## src/rtl/pipe_cla_adder.sv

```systemverilog
// pipe_cla_adder: two-stage pipelined carry-lookahead adder with a valid/ready handshake.
// Stage 1 registers bit and group generate/propagate terms. Stage 2 resolves the
// group carries with a second-level lookahead and registers the result.
// Optional feature: define CLA_OVF_EN to add the registered two's-complement
// overflow output ovf_out.
module pipe_cla_adder #(
   parameter int unsigned WIDTH = 32,
   parameter int unsigned GROUP = 4
) (
   input  logic             clk,
   input  logic             rst_n,
   input  logic             in_valid,
   output logic             in_ready,
   input  logic [WIDTH-1:0] a_in,
   input  logic [WIDTH-1:0] b_in,
   input  logic             c_in,
   output logic             out_valid,
   input  logic             out_ready,
   output logic [WIDTH-1:0] sum_out,
   output logic             c_out
`ifdef CLA_OVF_EN
   ,
   output logic             ovf_out
`endif
);

   localparam int unsigned NGRP = WIDTH / GROUP;

   logic [WIDTH-1:0] w_g;
   logic [WIDTH-1:0] w_p;
   logic [NGRP-1:0]  w_grp_g;
   logic [NGRP-1:0]  w_grp_p;
   logic [NGRP:0]    w_grp_c;
   logic [WIDTH-1:0] w_c;
   logic [WIDTH-1:0] w_sum;
   logic             w_s1_adv;
   logic             w_s2_adv;

   logic             r_s1_valid;
   logic [NGRP-1:0]  r_s1_grp_g;
   logic [NGRP-1:0]  r_s1_grp_p;
   logic [WIDTH-1:0] r_s1_g;
   logic [WIDTH-1:0] r_s1_p;
   logic             r_s1_cin;

   logic             r_s2_valid;
   logic [WIDTH-1:0] r_sum;
   logic             r_cout;
`ifdef CLA_OVF_EN
   logic             r_ovf;
`endif

   // Bit-level generate / propagate.
   assign w_g = a_in & b_in;
   assign w_p = a_in ^ b_in;

   // Handshake: a stage moves when it is empty or its successor moves.
   assign w_s2_adv  = !r_s2_valid || out_ready;
   assign w_s1_adv  = !r_s1_valid || w_s2_adv;
   assign in_ready  = !r_s1_valid || w_s1_adv;
   assign out_valid = r_s2_valid;
   assign sum_out   = r_sum;
   assign c_out     = r_cout;
`ifdef CLA_OVF_EN
   assign ovf_out   = r_ovf;
`endif

   // First-level lookahead: group generate/propagate for each GROUP-bit slice.
   always_comb begin : grp_pg
      logic v_g;
      logic v_p;
      v_g     = 1'b0;
      v_p     = 1'b0;
      w_grp_g = '0;
      w_grp_p = '0;
      for (int k = 0; k < int'(NGRP); k++) begin
         v_g = 1'b0;
         v_p = 1'b1;
         for (int i = 0; i < int'(GROUP); i++) begin
            v_g = w_g[k*GROUP+i] | (w_p[k*GROUP+i] & v_g);
            v_p = v_p & w_p[k*GROUP+i];
         end
         w_grp_g[k] = v_g;
         w_grp_p[k] = v_p;
      end
   end

   // Stage 1 registers: valid flag plus PG terms, loaded only with a valid beat.
   always_ff @(posedge clk or negedge rst_n) begin
      if (!rst_n) begin
         r_s1_valid <= 1'b0;
         r_s1_grp_g <= '0;
         r_s1_grp_p <= '0;
         r_s1_g     <= '0;
         r_s1_p     <= '0;
         r_s1_cin   <= 1'b0;
      end else if (w_s1_adv) begin
         r_s1_valid <= in_valid;
         if (in_valid) begin
            r_s1_grp_g <= w_grp_g;
            r_s1_grp_p <= w_grp_p;
            r_s1_g     <= w_g;
            r_s1_p     <= w_p;
            r_s1_cin   <= c_in;
         end
      end
   end

   // Second-level lookahead: carry into each group as a flat sum of products.
   always_comb begin : grp_carry
      logic v_c;
      logic v_t;
      v_c     = 1'b0;
      v_t     = 1'b0;
      w_grp_c = '0;
      for (int k = 0; k <= int'(NGRP); k++) begin
         v_t = r_s1_cin;
         for (int m = 0; m < k; m++) v_t = v_t & r_s1_grp_p[m];
         v_c = v_t;
         for (int j = 0; j < k; j++) begin
            v_t = r_s1_grp_g[j];
            for (int m = j + 1; m < k; m++) v_t = v_t & r_s1_grp_p[m];
            v_c = v_c | v_t;
         end
         w_grp_c[k] = v_c;
      end
   end

   // Carry into every bit, seeded from its group carry.
   always_comb begin : bit_carry
      logic v_c;
      v_c = 1'b0;
      w_c = '0;
      for (int k = 0; k < int'(NGRP); k++) begin
         v_c = w_grp_c[k];
         for (int i = 0; i < int'(GROUP); i++) begin
            w_c[k*GROUP+i] = v_c;
            v_c = r_s1_g[k*GROUP+i] | (r_s1_p[k*GROUP+i] & v_c);
         end
      end
   end

   assign w_sum = r_s1_p ^ w_c;

   // Stage 2 / output registers: hold under back-pressure, load only on valid beats.
   always_ff @(posedge clk or negedge rst_n) begin
      if (!rst_n) begin
         r_s2_valid <= 1'b0;
         r_sum      <= '0;
         r_cout     <= 1'b0;
`ifdef CLA_OVF_EN
         r_ovf      <= 1'b0;
`endif
      end else if (w_s2_adv) begin
         r_s2_valid <= r_s1_valid;
         if (r_s1_valid) begin
            r_sum  <= w_sum;
            r_cout <= w_grp_c[NGRP];
`ifdef CLA_OVF_EN
            r_ovf  <= w_c[WIDTH-1] ^ w_grp_c[NGRP];
`endif
         end
      end
   end

endmodule
```

## config.mk

```make
export PLATFORM = sky130hd
export DESIGN_NAME = pipe_cla_adder
export DESIGN_NICKNAME = d
export VERILOG_FILES = /design/src/rtl/pipe_cla_adder.sv
export SDC_FILE = /design/constraint.sdc
export NUM_CORES = 1
export LEC_CHECK = 0
export CAP_MARGIN = 0
export CORE_MARGIN = 2
export CORE_UTILIZATION = 45
export DETAILED_ROUTE_END_ITERATION = 8
export MAX_ROUTING_LAYER = met4
export PLACE_DENSITY = 0.71
export SETUP_SLACK_MARGIN = 0.02
export SYNTH_ARGS = -nofsm -noshare
export SYNTH_HDL_FRONTEND = slang
export SYNTH_SLANG_ARGS = --single-unit
export TNS_END_PERCENT = 20
```

## constraint.sdc

```tcl
create_clock -name clk -period 5.85 [get_ports clk]
set_input_delay 1.17 -clock clk [delete_from_list [all_inputs] [get_ports clk]]
set_output_delay 1.17 -clock clk [all_outputs]
set_load 0.01 [all_outputs]
```

# [Yosys cells after proc, flatten, opt, wreduce, memory -nomap -nowiden]
# Cells that the tools add are included.
[word_totals] register_bits=115 latch_bits=0 mem_bits_rw=0 rom_bits=0 out_inout_bits=35 wordCells=211 mem_count=0
[op_classes] add_sub_neg=0 mul=0 n_div=0 n_lt_le_gt_ge=0 eq_ne=0 shift=0 n_mux=0 bitwise=195 reduce_logical=7
[ops] op="$and A1 B1 Y1" count=108
[ops] op="$or A1 B1 Y1" count=84
[ops] op="$xor A32 B32 Y32" count=2
[ops] op="$and A32 B32 Y32" count=1
[ops] op="$reduce_and A2 Y1" count=2
[ops] op="$logic_or A1 B1 Y1" count=3
[ops] op="$logic_not A1 Y1" count=2

# [Longest topological paths before layout]
[depth] word_depth=21 depth_mapped=12 ltp_nobuf=12

# [Least setup slack after synthesis]
# Ideal clock, no wire load.
[synth_path] kind="reg2reg" start="register r_s1_cin" end="register r_sum[22], in the netlist sum_out[22]" setup_ns=0.125 arrival_ns=2.447 path_slack_ns=3.278 stages_incl_launch_ff=11 n_path_buf=0 synth_period_minus_slack_ns=2.572 path_cell_list="dfrtp_1 > a211oi_2 > o21bai_2 > a21o_1 > a21o_1 > ha_1 > or2_2 > ha_1 > or2_2 > ha_1 > mux2_2"
[synth_via] elab_chain_len=15
[synth_rtl] item="start, declared" line_no="44" source="logic r_s1_cin;"
[synth_rtl] item="start signal, assigned" line_no="104" source="r_s1_cin <= c_in;"
[synth_rtl] item="$and A1 B1 Y1 (5 in series)" line_no="118" source="for (int m = 0; m < k; m++) v_t = v_t & r_s1_grp_p[m];"
[synth_rtl] item="$or A1 B1 Y1 (5 in series)" line_no="123" source="v_c = v_c | v_t;"
[synth_rtl] item="$and A1 B1 Y1" line_no="138" source="v_c = r_s1_g[k*GROUP+i] | (r_s1_p[k*GROUP+i] & v_c);"
[synth_rtl] item="$or A1 B1 Y1" line_no="138"
[synth_rtl] item="$and A1 B1 Y1" line_no="138"
[synth_rtl] item="$or A1 B1 Y1" line_no="138"
[synth_rtl] item="$xor A32 B32 Y32" line_no="143" source="assign w_sum = r_s1_p ^ w_c;"
[synth_rtl] item="net w_sum[22]" line_no="35" source="logic [WIDTH-1:0] w_sum;"
[synth_rtl] item="end signal, assigned" line_no="157" source="r_sum <= w_sum;"
[synth_rtl] item="end, declared" line_no="47" source="logic [WIDTH-1:0] r_sum;"
# The timed path passes the listed nets, and every way through them passes these cells.
# A chain may end at the register's enable or synchronous reset.

# [Worst setup path in the final report]
[layout_path] start="input out_ready" end="output in_ready"
[layout_via] elab_chain_len=3
[layout_rtl] item="start, declared" line_no="18" source="input logic out_ready,"
[layout_rtl] item="$logic_or A1 B1 Y1" line_no="58" source="assign w_s2_adv = !r_s2_valid || out_ready;"
[layout_rtl] item="$logic_or A1 B1 Y1" line_no="59" source="assign w_s1_adv = !r_s1_valid || w_s2_adv;"
[layout_rtl] item="$logic_or A1 B1 Y1" line_no="60" source="assign in_ready = !r_s1_valid || w_s1_adv;"
[layout_rtl] item="end, declared" line_no="13" source="output logic in_ready,"
# Every way passes these cells.

==> tab_implementation.tex <==
\begin{tabular}{lr}
\hline
Metric & Value \\
\hline
\multicolumn{2}{l}{\textbf{Outcome}} \\
Run status & finished clean \\
\multicolumn{2}{l}{\textbf{Floorplanning}} \\
Area of the core & 11400 µm² \\
Die span in y & 112 µm \\
Placement Rows & 39 \\
Ports placed on the boundary & 104 \\
Die extent in x & 112 µm \\
Area enclosed by the die boundary & 12600 µm² \\
Initial standard-cell utilization of the core & 0.461 \\
\multicolumn{2}{l}{\textbf{Yosys}} \\
Register area share after synthesis & 0.514 \\
Number of synthesized flops with an enable pin & 0 \\
Xor and xnor fraction of the mapped netlist area & 0.0133 \\
Simple-Gate Fraction of Synth Area & 0.0690 \\
Fraction of registers with async set or reset after synthesis & 1.00 \\
Post-synthesis sequential element count & 108 \\
Mux cell area share after synthesis & 0.175 \\
Top-count cell post-synth & sky130\_fd\_sc\_hd\_\_dfrtp\_1 \\
Top-area cell type share of the netlist area & 0.514 \\
Cell area after technology mapping & 5260 µm² \\
Compound-Gate Fraction of Synth Area & 0.0706 \\
Post-Synthesis Cells & 394 \\
Per-instance average area after synthesis & 13.4 µm² \\
Synth area leader & sky130\_fd\_sc\_hd\_\_dfrtp\_1 \\
Largest cells by area after synthesis & sky130\_fd\_sc\_hd\_\_dfrtp\_1, sky130\_fd\_sc\_hd\_\_mux2\_2, sky130\_fd\_sc\_hd\_\_ha\_1 \\
Syn. warnings & 0 \\
Combinational family with the most area after synthesis & multiplexers \\
Top flip-flop cell by instance count after synthesis & sky130\_fd\_sc\_hd\_\_dfrtp\_1 \\
Post-Synth Adder-Cell Area & 0.133 \\
Net count after synthesis & 519 \\
Post-synth cell types & 27 \\
Commonest cells post-synth & sky130\_fd\_sc\_hd\_\_dfrtp\_1, sky130\_fd\_sc\_hd\_\_mux2\_2, sky130\_fd\_sc\_hd\_\_ha\_1, sky130\_fd\_sc\_hd\_\_nand2\_1, sky130\_fd\_sc\_hd\_\_o21ai\_0 \\
\multicolumn{2}{l}{\textbf{Critical path}} \\
Data required time of the critical path & 4.68 ns \\
Crit Path Class & in2out \\
Crit path DAT & 2.37 ns \\
Standard cell with the maximum stage delay on the critical path & sky130\_fd\_sc\_hd\_\_clkdlybuf4s50\_1 \\
Max incr delay on CP & 0.54 ns \\
Maximum fanout count along the critical path & 3 \\
Critical path launch point type & input pin \\
Element type at the critical path end & output port \\
CP cell instances & clkdlybuf4s50\_1 -> nand3b\_4 -> clkdlybuf4s50\_1 \\
Most frequent cell on the critical path & sky130\_fd\_sc\_hd\_\_clkdlybuf4s50\_1 \\
\multicolumn{2}{l}{\textbf{Clock tree}} \\
TritonCTS Sinks & 108 \\
CTS Root Buffer Type & sky130\_fd\_sc\_hd\_\_clkbuf\_16 \\
Maximum level of the CTS H-tree & 3 \\
Clock latency reported for the late side of the worst-skew pair & 0.34 ns \\
CTS Buf Count & 9 \\
Count of buffers added by post-CTS timing repair for setup & 0 \\
Clock-pin slew reported for the worst setup and hold paths after clock tree synthesis & 0.07 ns \\
CTS tree & yes \\
Cts repair resizes & 0 \\
Hold buffers post-CTS & 0 \\
Buffer levels on the longest clock path & 2 \\
\multicolumn{2}{l}{\textbf{Placed design}} \\
Placed cell count & 628 \\
Number of input and output port buffers inserted & 103 \\
Half-perimeter wire length of the detailed placement result & 6980 µm \\
GPL Wtd Cong & 0.756 \\
\multicolumn{2}{l}{\textbf{Timing}} \\
Number of slew-limit violations in the final report & 0 \\
Shortest period the worst path allows & 3.54 ns \\
Maximum frequency from static timing analysis & 283 MHz \\
Fin Clk Skew & 0.00875 ns \\
Final cycle utilization of the critical path & 0.604 \\
Fin Hold WS & 0.481 ns \\
Final hold violation count & 0 \\
Final sum of negative setup slack & 0 ns \\
RSZ-0062 raised after global routing & false \\
\# setup viols final & 0 \\
Transition time at the pin with the least slew margin & 0.966 ns \\
Worst-case headroom to the max-slew limit & 0.354 \\
\multicolumn{2}{l}{\textbf{Drt}} \\
Initial detailed-routing violation count & 63 \\
Routed wire length & 9700 µm \\
Per-cell routed wire length & 15.1 µm \\
Residual antenna-violating net count after detailed routing & 0 \\
Via total after detailed routing & 3343 \\
Number of iterations in the first detailed-routing pass & 4 \\
Via-per-instance ratio & 5.19 \\
Number of remaining DRC errors & 0 \\
\multicolumn{2}{l}{\textbf{Global routing}} \\
Final global-route overflow total & 0 \\
Tot GR Track Use & 0.162 \\
Number of global-route vias before repair & 3480 \\
Initial antenna violation count & 0 \\
Maximum number of pins on one net before global-route repair & 90 \\
Global-route wire length before repair & 16200 µm \\
\multicolumn{2}{l}{\textbf{Layout}} \\
Area delta synth->final & 26.6\% \\
Number of standard cells in the final layout excluding fillers & 644 \\
Diode count & 0 \\
Final-layout fill cell count & 964 \\
Fin nets & 621 \\
Fraction of final layout cells sized beyond drive strength 1 & 0.234 \\
\multicolumn{2}{l}{\textbf{Power}} \\
PwrDens & 360 nW/µm² \\
Worst vdd ir & 224 µV \\
Lkg Pwr & 3.12 nW \\
\multicolumn{2}{l}{\textbf{Job}} \\
Number of max-cap violations & 0 \\
\multicolumn{2}{l}{\textbf{Min path}} \\
Kind of path behind the tightest hold check & reg2reg \\
\hline
\end{tabular}
## placed cells by master, fill, tap and decap left out, types with 2 or more instances in the layout
cell type	n
sky130_fd_sc_hd__nand2b_1	4
sky130_fd_sc_hd__mux2_2	78
sky130_fd_sc_hd__xor2_1	8
sky130_fd_sc_hd__o21ai_0	25
sky130_fd_sc_hd__nand2_1	25
sky130_fd_sc_hd__a21o_1	20
sky130_fd_sc_hd__dfrtp_1	108
sky130_fd_sc_hd__clkinv_2	3
sky130_fd_sc_hd__bufinv_16	2
sky130_fd_sc_hd__o211ai_1	2
sky130_fd_sc_hd__nor2_1	8
sky130_fd_sc_hd__ha_1	56
sky130_fd_sc_hd__nand4_1	8
sky130_fd_sc_hd__clkdlybuf4s50_1	102
sky130_fd_sc_hd__clkbuf_16	9
sky130_fd_sc_hd__a21oi_1	10
sky130_fd_sc_hd__mux2_1	3
sky130_fd_sc_hd__or2_2	17
sky130_fd_sc_hd__buf_4	2
## registers in the layout (all words and copies together), names as in the netlist
register    cells
r_s1_g         24
r_s1_grp_g      8
r_s1_valid      1
r_s1_cin        1
r_s1_p         32
out_valid       1
r_s1_grp_p      8
sum_out        32
c_out           1
## critical path, delay by kind of cell
| kind | cells | cell delay [ns] |
|---|---|---|
| buffers and inverters | 2 | 1.02 |
| AND/OR/NAND/NOR | 1 | 0.17 |
## logic make-up (layout without fill, tap and decap cells)
kind of cell    after synthesis  after routing
compound gates               60             60
mux                          82             82
fa+ha+maj                    56             56
simple gates                 67             67
xor+xnor                      8              8
flops                       108            108
buf+inv                      13            120
## final timing paths
check / depth (start not counted) / endpoint / startpoint / slack (ns)
setup / recovery: 3 / in_ready / out_ready / 2.31
hold / removal: 2 / r_s1_grp_g[2] / r_s1_grp_g[2] / 0.48
setup reg to reg: 12 / sum_out[31] / r_s1_cin / 2.95
hold reg to reg: 2 / r_s1_grp_g[2] / r_s1_grp_g[2] / 0.48
max in group asynchronous: 2 / r_s1_grp_p[4] / rst_n / 3.81
min in group asynchronous: 1 / sum_out[1] / rst_n / 0.84
## power by group
group          total (mW)  switching (mW)  internal [mW]
sequential           1.04           0.104          0.932
clock               0.644           0.259          0.385
combinational       0.718           0.277          0.441
## layout make-up
| class | instances | area, µm² | share of cell area |
|---|---|---|---|
| clock buffers | 11 | 243 | 0.0364 |
| multi-input cells | 273 | 2430 | 0.364 |
| flip-flops and latches | 108 | 2700 | 0.406 |
| well taps | 143 | 179 | 0.0269 |
| clock inverters | 5 | 75.1 | 0.0113 |
| repair buffers | 104 | 1040 | 0.155 |
## metrics by stage
step / area, µm² / setup slack [ns] / util / power [mW]
global placement: 6340 / 2.33 / 0.556 / 1.75
CTS: 6660 / 2.31 / 0.583 / 2.43
global route: 6660 / 2.28 / 0.583 / 2.53
finish: 6660 / 2.31 / 0.583 / 2.40
detailed placement: 6340 / 2.31 / 0.556 / 1.78
floorplan: 5260 / 3.28 / - / 1.41
## routing by layer
layer / GRT usage / wire [µm] / vias up
li1: - / - / 1612
met1: 0.200 / 4400 / 1659
met2: 0.271 / 4840 / 63
met3: 0.0367 / 365 / 9
met4: 0.0415 / 99 / 0
met5: - / 0 / -
(Power assumes the default switching activity.)
